<file path="src/rtl/uart_tx_buf.sv">
// Buffered 8N1 UART transmitter: a small byte FIFO feeds a baud-timed serialiser.
// tx and tx_busy are registered from the FSM state, so both lag the state by one cycle.
module uart_tx_buf #(
    parameter int UART_BPS   = 9600,
    parameter int CLK_FREQ   = 50_000_000,
    parameter int FIFO_DEPTH = 4
) (
    input  logic                          sys_clk,
    input  logic                          sys_rst,
    input  logic [7:0]                    pi_data,
    input  logic                          pi_flag,
    output logic                          tx,
    output logic                          tx_busy,
    output logic                          fifo_full,
    output logic [$clog2(FIFO_DEPTH):0]   fifo_level,
    output logic                          overflow
);

    localparam int          AW           = $clog2(FIFO_DEPTH);
    localparam int          BAUD_CNT_MAX = CLK_FREQ / UART_BPS;
    localparam logic [15:0] BAUD_LAST    = 16'(BAUD_CNT_MAX - 1);
    localparam logic [AW:0] LEVEL_FULL   = (AW + 1)'(FIFO_DEPTH);

    typedef enum logic [1:0] {
        S_IDLE,
        S_START,
        S_DATA,
        S_STOP
    } state_t;

    state_t         state_q, state_d;
    logic [15:0]    baud_q, baud_d;
    logic [2:0]     bit_q, bit_d;
    logic [7:0]     shift_q, shift_d;
    logic           tx_q, tx_d;
    logic           busy_q;
    logic           ovf_q;
    logic [AW-1:0]  wr_ptr_q, rd_ptr_q;
    logic [AW:0]    level_q;
    logic [7:0]     mem [FIFO_DEPTH];

    logic full, empty, push, pop, bit_end;

    // Fullness is taken from the registered level, so a write in a pop cycle while full is dropped.
    assign full    = (level_q == LEVEL_FULL);
    assign empty   = (level_q == '0);
    assign push    = pi_flag && !full;
    assign bit_end = (baud_q == BAUD_LAST);

    always_comb begin
        state_d = state_q;
        baud_d  = baud_q;
        bit_d   = bit_q;
        shift_d = shift_q;
        pop     = 1'b0;
        tx_d    = 1'b1;
        case (state_q)
            S_IDLE: begin
                baud_d = '0;
                if (!empty) begin
                    pop     = 1'b1;
                    shift_d = mem[rd_ptr_q];
                    state_d = S_START;
                end
            end
            S_START: begin
                tx_d = 1'b0;
                if (bit_end) begin
                    baud_d  = '0;
                    bit_d   = '0;
                    state_d = S_DATA;
                end else begin
                    baud_d = baud_q + 16'd1;
                end
            end
            S_DATA: begin
                tx_d = shift_q[0];
                if (bit_end) begin
                    baud_d  = '0;
                    shift_d = {1'b0, shift_q[7:1]};
                    if (bit_q == 3'd7) begin
                        state_d = S_STOP;
                    end else begin
                        bit_d = bit_q + 3'd1;
                    end
                end else begin
                    baud_d = baud_q + 16'd1;
                end
            end
            S_STOP: begin
                tx_d = 1'b1;
                if (bit_end) begin
                    baud_d = '0;
                    // Chain straight into the next start bit when more data is queued.
                    if (!empty) begin
                        pop     = 1'b1;
                        shift_d = mem[rd_ptr_q];
                        state_d = S_START;
                    end else begin
                        state_d = S_IDLE;
                    end
                end else begin
                    baud_d = baud_q + 16'd1;
                end
            end
            default: begin
                state_d = S_IDLE;
                baud_d  = '0;
            end
        endcase
    end

    always_ff @(posedge sys_clk) begin
        if (sys_rst) begin
            state_q  <= S_IDLE;
            baud_q   <= '0;
            bit_q    <= '0;
            shift_q  <= '0;
            tx_q     <= 1'b1;
            busy_q   <= 1'b0;
            ovf_q    <= 1'b0;
            wr_ptr_q <= '0;
            rd_ptr_q <= '0;
            level_q  <= '0;
        end else begin
            state_q <= state_d;
            baud_q  <= baud_d;
            bit_q   <= bit_d;
            shift_q <= shift_d;
            tx_q    <= tx_d;
            busy_q  <= (state_q != S_IDLE);
            ovf_q   <= pi_flag && full;
            if (push) begin
                wr_ptr_q <= wr_ptr_q + 1'b1;
            end
            if (pop) begin
                rd_ptr_q <= rd_ptr_q + 1'b1;
            end
            case ({push, pop})
                2'b10:   level_q <= level_q + 1'b1;
                2'b01:   level_q <= level_q - 1'b1;
                default: level_q <= level_q;
            endcase
        end
    end

    always_ff @(posedge sys_clk) begin
        if (push) begin
            mem[wr_ptr_q] <= pi_data;
        end
    end

    assign tx         = tx_q;
    assign tx_busy    = busy_q;
    assign fifo_full  = full;
    assign fifo_level = level_q;
    assign overflow   = ovf_q;

endmodule

</file>
<file path="config.mk">
export PLATFORM = sky130hd
export DESIGN_NAME = uart_tx_buf
export DESIGN_NICKNAME = d
export VERILOG_FILES = /design/src/rtl/uart_tx_buf.sv
export SDC_FILE = /design/constraint.sdc
export NUM_CORES = 1
export LEC_CHECK = 0
export BUFFER_PORTS_ARGS = -buffer_cell sky130_fd_sc_hd__clkbuf_2
export CORE_ASPECT_RATIO = 1.25
export CORE_MARGIN = 2
export CORE_UTILIZATION = 54
export CTS_CLUSTER_DIAMETER = 60
export DETAILED_ROUTE_END_ITERATION = 10
export HOLD_SLACK_MARGIN = 0.03
export PLACE_DENSITY = 0.75
export REMOVE_ABC_BUFFERS = 1
export SLEW_MARGIN = 20
export SYNTH_ARGS = -nofsm -noshare
export SYNTH_HDL_FRONTEND = slang
export SYNTH_SLANG_ARGS = --single-unit
</file>
<file path="constraint.sdc">
create_clock -name sys_clk -period 2.7 [get_ports sys_clk]
set_clock_uncertainty 0.1 [all_clocks]
set_input_delay 0.54 -clock sys_clk [delete_from_list [all_inputs] [get_ports sys_clk]]
set_output_delay 0.54 -clock sys_clk [all_outputs]
set_load 0.1 [all_outputs]
</file>
Word-level counts from Yosys, hierarchy flattened
Memories as Yosys holds them, arrays and structs flattened. A register that Yosys moved wholly into a read port is not among the register bits.
Cells that the tools add are included.
- RAM bits: 32
- word-level logic and storage cells: 70
- bits of input ports: 11
- flip-flop bits (word level): 39
- memories: 1
- output and inout bits: 7
- memories (name ; words ; bits a word ; rd ports ; clocked after Yosys merged registers in ; write ports ; RTL line ; RTL):
    mem ; 4 ; 8 ; 1 ; 1 ; 1 ; 40 ; logic [7:0] mem [FIFO_DEPTH];
- $add $sub $neg: 6
- muxes and demuxes: 26
- equality and inequality tests: 14
- reductions and logical operators: 13
- operator list (cell ; count):
    $pmux W16 S2 ; 1
    $mux W8 ; 3
    $pmux W8 S3 ; 1
    $add A16 B1 Y16 const B ; 1
    $eq A16 B13 Y1 const B ; 1
    $mux W16 ; 1
    $mux W2 ; 7
    $ne A2 B2 Y1 const B ; 6
    $pmux W3 S2 ; 2
    $mux W3 ; 3
    $pmux W2 S4 ; 1
    $add A3 B1 Y3 const B ; 2
    $eq A2 B2 Y1 const B ; 3
    $eq A3 B3 Y1 const B ; 2
    $reduce_bool A2 Y1 ; 3
    $mux W1 ; 5
    $reduce_and A5 Y1 ; 1
    $add A2 B1 Y2 const B ; 2
    $eq A2 B1 Y1 const B ; 2
    $pmux W1 S2 ; 2
    $reduce_and A4 Y1 ; 1
    $logic_not A3 Y1 ; 1
    $reduce_and A3 Y1 ; 1
    $reduce_bool A3 Y1 ; 1
    5 further kinds ; 6

Depth between registers and ports, before layout
Gate-level depths: netlist (run 1).
- depth in word-level cells: 6
- gate-level depth with buffers: 12
- gate-level depth less buffers: 11

Worst setup path before layout (run 1)
No wires, ideal clock.
- path type: register to register
- start point: reg level_q[0], in the netlist fifo_level[0]
- end point: reg level_q[2], in the netlist fifo_level[2]
- data arrival time: 2782 ps
- stages on the path, launching flop included: 10
- period minus slack after synthesis: 2952 ps
- setup slack: -252 ps
- data required time: 2530 ps
- path buffers: 0
- setup time: 70 ps
- cell sequence: dfxtp_1 nor3_1 or2_2 nor2_1 ha_1 inv_1 fa_1 xor2_1 or3_1 a21oi_1
- longest elaborated chain between the ends: 6
- elaborated cells on any way between the ends: 13
- classes of those cells: add/sub: 2; eq/ne: 3; mux: 4; reduce/logical: 4
- ends and longest elaborated chain (element ; RTL line ; RTL):
    from (decl) ; 39 ; logic [AW:0] level_q;
    from (signal assigned) ; 140 ; 2'b10: level_q <= level_q + 1'b1;
    from (signal assigned) ; 141 ; 2'b01: level_q <= level_q - 1'b1;
    from (signal assigned) ; 142 ; default: level_q <= level_q;
    $logic_not A3 Y1 * ; 46 ; assign empty = (level_q == '0);
    $mux W1 * ; 60, 95 ;
    $mux W1 ; 92 ; if (bit_end) begin
    $pmux W1 S2 * ; 57 ; case (state_q)
    net pop ; 42 ; logic full, empty, push, pop, bit_end;
    $eq A2 B1 Y1 or $eq A2 B2 Y1 (tied branches) ; 139 ; case ({push, pop})
    $pmux W3 S2 or $reduce_bool A2 Y1 (tied branches) ; n/a ;
Mark *: on every way through the listed nets, which the timed path passes. The rest lies on a longest branch.
A chain may end at the register's enable or synchronous reset.

Worst setup path in the final report (run 1)
- start point: reg baud_q[1]
- end point: reg level_q[2], in the netlist fifo_level[2]
- longest elaborated chain between the ends: 5
- elaborated cells on any way between the ends: 7
- classes of those cells: eq/ne: 3; mux: 3; reduce/logical: 1
- ends and longest elaborated chain (element ; RTL line ; RTL):
    from (decl) ; 32 ; logic [15:0] baud_q, baud_d;
    from (signal assigned) ; 127 ; baud_q <= baud_d;
    $eq A16 B13 Y1 * ; 48 ; assign bit_end = (baud_q == BAUD_LAST);
    $mux W1 * ; 92 ;
    $pmux W1 S2 * ; 57 ;
    net pop ; 42 ;
    $eq A2 B1 Y1 or $eq A2 B2 Y1 (tied branches) ; 139 ;
    $pmux W3 S2 or $reduce_bool A2 Y1 (tied branches) ; n/a ;
Marked as above.

==> results of run 1 <==
[routing by layer]
| metal | GRT usage | vias to the layer above | part of all wire |
|---|---|---|---|
| met5 | 0 | - | 0 |
| met4 | 0.06690 | 0 | 0.015 |
| li1 | - | 955 | - |
| met3 | 0.06088 | 7 | 0.041 |
| met1 | 0.2299 | 930 | 0.46 |
| met2 | 0.2894 | 41 | 0.49 |
[Yosys cell counts (2+ instances only)]
cell      number
nor2_1        36
xor2_1        11
xnor2_1        6
clkbuf_1       5
buf_2          3
nand2_1        8
mux2i_1       11
ha_1          14
nand4_1        2
inv_1         11
and3_1         8
nand3_1       11
o21ai_0        2
or3_1          3
dfxtp_1       41
mux4_2         8
and2_1         2
mux2_2         7
edfxtp_1      32
nor4b_2        3
nor3_1         5
a21oi_1        8
[through the flow]
| stage | total power (W) | utilization | cell area (sq um) | setup TNS [ns] | instances |
|---|---|---|---|---|---|
| floorplan | 0.002572 | - | 3103 | -0.2716 | 246 |
| global placement | 0.002803 | 0.5802 | 3308 | 0 | 334 |
| detailed placement | 0.002852 | 0.5802 | 3308 | -0.003223 | 334 |
| CTS | 0.003598 | 0.6107 | 3482 | 0 | 350 |
| global route | 0.003829 | 0.6153 | 3508 | -0.01918 | 350 |
| finish | 0.003608 | 0.6153 | 3508 | 0 | 350 |
[what timing repair did]
| action | in CTS | in global routing |
|---|---|---|
| resized for setup | 1 | 12 |
| endpoints found under the setup margin | 1 | 1 |
| pin swaps | 0 | 1 |
[power by group through the flow]
stage / registers (W) / clock network [W] / logic [W]
global placement: 0.00151 / 0 / 0.00129
detailed placement: 0.00152 / 0 / 0.00133
finish: 0.00151 / 0.000751 / 0.00135
floorplan: 0.00169 / 0 / 0.000880
CTS: 0.00150 / 0.000763 / 0.00133
global route: 0.00154 / 0.000807 / 0.00149
[sequential cells by signal, summed over array words and instances, names as in the netlist, named ones only]
name,count
tx,1
baud_q,16
fifo_level,3
overflow,1
shift_q,8
tx_busy,1
mem,32
wr_ptr_q,2
state_q,2
rd_ptr_q,2
bit_q,3
[final cells by class]
class,count,area (sq um),share of cell area
sequential,73,1790,0.5103
multi-input combinational,162,1299,0.3702
clock buffer,11,141.4,0.04030
timing repair buffer,22,122.6,0.03495
tap,66,82.58,0.02354
inverter,11,41.29,0.01177
clock inverter,5,31.28,0.008916
[cells in the final DEF, fill, tap and decap left out, types with 6 or more instances in the layout]
master,count
a21oi_1,7
and3_1,7
clkbuf_2,17
clkbuf_8,10
dfxtp_1,38
edfxtp_1,32
ha_1,13
inv_1,10
mux2_2,7
mux2i_1,11
mux4_2,8
nand2_1,8
nand3_1,11
nor2_1,35
xnor2_1,6
xor2_1,11
[kinds of logic after synthesis]
logic type      after synthesis  share of synthesized area
compound gates               17                    0.03776
xor+xnor                     17                    0.04730
buf+inv                      20                    0.02742
fa+ha+maj                    15                    0.06200
mux                          26                     0.1173
flops                        73                     0.5660
simple gates                 87                     0.1423
[worst min-delay path by stage]
stage               start         end  slack (ns)  cells after the start
6_report       pi_data[3]   mem[1][3]        0.31                      1
5_1_grt        pi_data[3]   mem[1][3]        0.30                      1
4_1_cts        pi_data[3]   mem[1][3]        0.30                      1
3_5_place_dp   shift_q[7]  shift_q[7]        0.36                      2
3_3_place_gp    baud_q[0]   baud_q[0]        0.34                      1
2_1_floorplan   baud_q[0]   baud_q[0]        0.33                      1
[worst max-delay path, delay by kind of cell (launching register included)]
kind                     cells  cell delay, ns
AO/OA/AOI/OAI                2            0.21
XOR/XNOR                     1            0.16
adder cells (fa/ha/maj)      3            0.75
buffers and inverters        1            0.05
flip-flops                   1            0.36
AND/OR/NAND/NOR              4            0.87
==> impl_metrics.yaml, run 1 <==
pwr:
  comb_power_share: 0.375
  clkPwrFrac: 0.208
  peakVddDrop_mv: 1.007
  leakagePower_nw: 1.332
  internal-power_w: 0.002251
  p_sw_w: 0.001357
  pwr_density_cell_nw_per_um2: 1028
  switching_share: 0.3762
  seq_power_share: 0.417
route:
  drc: 0
  detail_route.first_pass.iterations: 4
  viasPerCell: 5.523
  wl_mm: 5.336
  drt_iter0_markers: 75
  wire_per_inst_microns: 15.25
  ant_nets: 0
  num_vias: 1933
cts:
  cts-root-to-sink-buffers: 2
  clock_latency_ns: 0.35
  post-cts-setup-buffers: 0
  cts_sinks: 73
  cts_max_level: 3
  cts_buffers: 9
  holdBufCountCts: 0
  clk_pin_slew_ns: 0.07
  root_buffer: "clkbuf_8"
  tritoncts: "built"
final_layout:
  fillers: 435
  drive_gt1_frac: 0.2394
  n_antenna_cell: 0
  num-nets-final: 305
  area_delta_synth_final_pct: 11.45
logic_synthesis:
  avgSynthCellArea_sq_um: 12.35
  synth_edf_count: 32
  yosys-top-cells-area: "edfxtp_1 (31%), dfxtp_1 (26%), mux4_2 (5.7%)"
  synth-async-reset-ratio: 0
  ys_seq_elements: 73
  netlist-cell-type-count: 40
  yosys_warnings: 0
  yosys.area.top_type: "edfxtp_1"
  yosysSeqAreaShare: 0.5660
  yosysTopAreaCellShare: 0.3052
  ys.flop_type: "dfxtp_1"
  synthesis.area_sq_um: 3148
  synthCells: 255
global_route:
  grt_pass1_vias: 1826
  grt_pass1_wl_mm: 8.631
  antenna_found_initial: 0
  overflow: 0
  grt_max_degree: 25
  track_usage: 0.1811
floorplan:
  chipWidth_microns: 72.29
  die_h_microns: 89.37
  start_util: 0.5521
  pin_count: 18
  dieArea_sq_um: 6460
  core_area_sq_um: 5702
  rows: 31
setup_path:
  reg2reg_slack_ns: 0.14
  endpoint: "fifo_level[2]"
  critPathArrivalTime_ns: 2.74
  crit_path_start_kind: "flip-flop"
  reg2reg_depth: 11
  end_kind: "flip-flop"
  setup.worst_path.start: "baud_q[1]"
  critPathKind: "flip-flop to flip-flop"
  worst_path_max_delay_cell: "fa_1"
  rr_startpoint: "baud_q[1]"
  critical_path_required_ns: 2.88
  reg2reg_to: "fifo_level[2]"
  path_cells: "ha_1 > and3_4 > and4_4 > a21oi_4 > nor2_2 > ha_2 > inv_1 > fa_1 > xor2_1 > or3_1 > a21oi_2"
  slowest_delay_ns: 0.38
  critPathMaxFanout: 5
worst_hold_path:
  hp-class: "input pin to flip-flop"
place:
  dp_slack_ns: -0.003223
  gp_congestion: 0.7747
  portBuffers: 17
  dpl.hpwl_mm: 3.601
sta:
  hold_ws_ns: 0.3095
  setup_viol: 0
  hold_viol: 0
  finalCriticalPeriod_ns: 2.561
  finalCritPeriodShare: 0.9485
  fin_ws_ns: 0.1392
  worst_pin_slew_ns: 0.5620
  max_freq_ghz: 0.3905
  drv_slew: 0
  relSlewSlack: 0.6248
status:
  outcome: "completed"
flow_run:
  max-cap-violations: 0
Power figures use the tool's default switching activity.
==> run 2, diff against run 1 <==
--- a/config.mk
+++ b/config.mk
@@ -7,11 +7,13 @@
 export LEC_CHECK = 0
 export BUFFER_PORTS_ARGS = -buffer_cell sky130_fd_sc_hd__clkbuf_2
+export CELL_PAD_IN_SITES_DETAIL_PLACEMENT = 1
+export CELL_PAD_IN_SITES_GLOBAL_PLACEMENT = 1
 export CORE_ASPECT_RATIO = 1.25
 export CORE_MARGIN = 2
-export CORE_UTILIZATION = 54
+export CORE_UTILIZATION = 44
 export CTS_CLUSTER_DIAMETER = 60
 export DETAILED_ROUTE_END_ITERATION = 10
 export HOLD_SLACK_MARGIN = 0.03
-export PLACE_DENSITY = 0.75
+export PLACE_DENSITY_LB_ADDON = 0.1
 export REMOVE_ABC_BUFFERS = 1
 export SLEW_MARGIN = 20
--- a/constraint.sdc
+++ b/constraint.sdc
@@ -3,3 +3,3 @@
 set_input_delay 0.54 -clock sys_clk [delete_from_list [all_inputs] [get_ports sys_clk]]
 set_output_delay 0.54 -clock sys_clk [all_outputs]
-set_load 0.1 [all_outputs]
+set_load 0.05 [all_outputs]
==> run 2 against run 1 <==
  * Utilization fell by 10 points
  * Combinational power fell by 9%
  * Flip-flop and latch count did not move
  * Total power fell by 1.4%
  * Wire length rose by 13%
  * Cell count rose by 7.7%
  * Clock power rose by 9.9%
  * Maximum frequency barely moved
  * Via count fell by 0.10%
  * Final area rose by 1.5%
  * Critical path type unchanged
  * Largest power group unchanged
==> impl_metrics.yaml, run 2 (same netlist as run 1, synthesis figures left out) <==
sta:
  relSlewSlack: 0.6054
  rsz0062_at_grt: "no"
  worst_pin_slew_ns: 0.5919
  setup_viol: 0
  drv_slew: 0
  max_freq_ghz: 0.3903
  setup_tns_ns: 0
  finalCritPeriodShare: 0.9490
  finalCriticalPeriod_ns: 2.562
  hold_viol: 0
floorplan:
  chipWidth_microns: 79.66
  start_util: 0.4540
  dieArea_sq_um: 7852
  pin_count: 18
  rows: 34
  core_area_sq_um: 6934
  die_h_microns: 98.57
worst_hold_path:
  worstHoldStart: "pi_data[5]"
  hp-class: "input pin to flip-flop"
  worstHoldEndpoint: "mem[3][5]"
  min_path_cells: 1
setup_path:
  rr_startpoint: "state_q[1]"
  slowest_delay_ns: 0.37
  reg2reg_depth: 10
  worst_path_max_delay_cell: "dfxtp_4"
  crit_buf_inv: 2
  reg2reg_slack_ns: 0.14
  critPathKind: "flip-flop to flip-flop"
  end_kind: "flip-flop"
  critPathArrivalTime_ns: 2.74
  path_cells: "inv_1 > ha_1 > or2_2 > nor2_1 > ha_2 > inv_1 > fa_1 > xor2_1 > or3_1 > a21oi_1"
  reg2reg_to: "fifo_level[2]"
  crit_path_start_kind: "flip-flop"
  critPathMaxFanout: 5
  crit_family: "adder cells"
  critical_path_required_ns: 2.88
  crit_top_cell: "inv_1"
cts:
  cts-root-to-sink-buffers: 2
  tritoncts: "built"
  root_buffer: "clkbuf_8"
  cts_sinks: 73
  post-cts-setup-buffers: 0
  cts_buffers: 9
  cts_max_level: 3
  clock_latency_ns: 0.35
  clk_pin_slew_ns: 0.08
global_route:
  grt_pass1_wl_mm: 9.956
  grt_max_degree: 25
  overflow: 0
  antenna_found_initial: 0
  track_usage: 0.1698
  grt_pass1_vias: 2073
final_layout:
  num-nets-final: 308
  area_delta_synth_final_pct: 13.16
  fin_cells: 377
  top_register: "mem"
  n_antenna_cell: 0
  final_cell_mix: "dfxtp_1 (38), nor2_1 (36), edfxtp_1 (32)"
  largest_register_ffs: 32
  fin_area_sq_um: 3562
  reg_top3: "mem x32, baud_q x16, shift_q x8"
  layout_commonest_cell: "dfxtp_1"
  drive_gt1_frac: 0.2300
  fillers: 742
status:
  outcome: "completed"
route:
  drc: 0
  detail_route.first_pass.iterations: 4
  ant_nets: 0
  viasPerCell: 5.122
  wl_mm: 6.014
  num_vias: 1931
  wire_per_inst_microns: 15.95
  drt_iter0_markers: 56
place:
  dp.cells: 361
  dpl.hpwl_mm: 4.270
  dpl-instance-area_sq_um: 3361
  portBuffers: 17
  gp_congestion: 0.7633
pwr:
  peakVddDrop_mv: 0.3959
  pwr_density_cell_nw_per_um2: 998.2
  leakagePower_nw: 1.352
flow_run:
  max-cap-violations: 0
run 2: final cells by class:
class                           instances  area [sq um]  share of cell area
Clock buffer                           11         131.4             0.03688
Multi-Input combinational cell        162          1285              0.3607
Timing Repair Buffer                   25         145.1             0.04074
Sequential cell                        73          1790              0.5026
Tap cell                               90         112.6             0.03161
Inverter                               11         41.29             0.01159
Clock inverter                          5         56.30             0.01581
run 2: worst register-to-register path, cell delays in order (launching register included):
cell and delay (ns):
dfxtp_4 0.37, inv_1 0.08, ha_1 0.29, or2_2 0.34, nor2_1 0.11, ha_2 0.20, inv_1 0.05, fa_1 0.37
xor2_1 0.16, or3_1 0.31, a21oi_1 0.13
run 2: layer usage:
layer	global-route usage	share of wire
met5	0	0
met4	0.08753	0.027
met3	0.04579	0.035
met1	0.2021	0.43
met2	0.2793	0.51
run 2: stage by stage:
stage | hold WS [ns] | utilization | power, W | worst slack, ns
after floorplan | 0.3261 | - | 0.002441 | 0.1289
after global placement | 0.3404 | 0.4847 | 0.002734 | 0.1243
after detailed placement | 0.3525 | 0.4847 | 0.002764 | 0.07106
after CTS | 0.2982 | 0.5117 | 0.003595 | 0.04091
after global routing | 0.2952 | 0.5137 | 0.003796 | 0.004062
final | 0.3122 | 0.5137 | 0.003556 | 0.1377
run 2: worst max path at each step:
stage                        startpoint             to  slack [ns]  cells after the start
after floorplan           fifo_level[0]  fifo_level[2]        0.13                      9
after global placement       state_q[1]  fifo_level[2]        0.12                     10
after detailed placement      baud_q[0]  fifo_level[2]        0.07                     11
after CTS                     baud_q[0]  fifo_level[2]        0.04                     11
after global routing          baud_q[3]  fifo_level[2]       0.004                     10
final                        state_q[1]  fifo_level[2]        0.14                     10
run 2: what timing repair did:
item | CTS | global route
endpoints found under the setup margin | 0 | 1
hold buffers | 0 | 0
hold endpoints to repair | 0 | 0
resized for setup | 0 | 8
run 2: power by group:
part | internal, W | switching [W]
registers | 0.00136 | 0.000139
clock network | 0.000426 | 0.000399
logic | 0.000536 | 0.000693
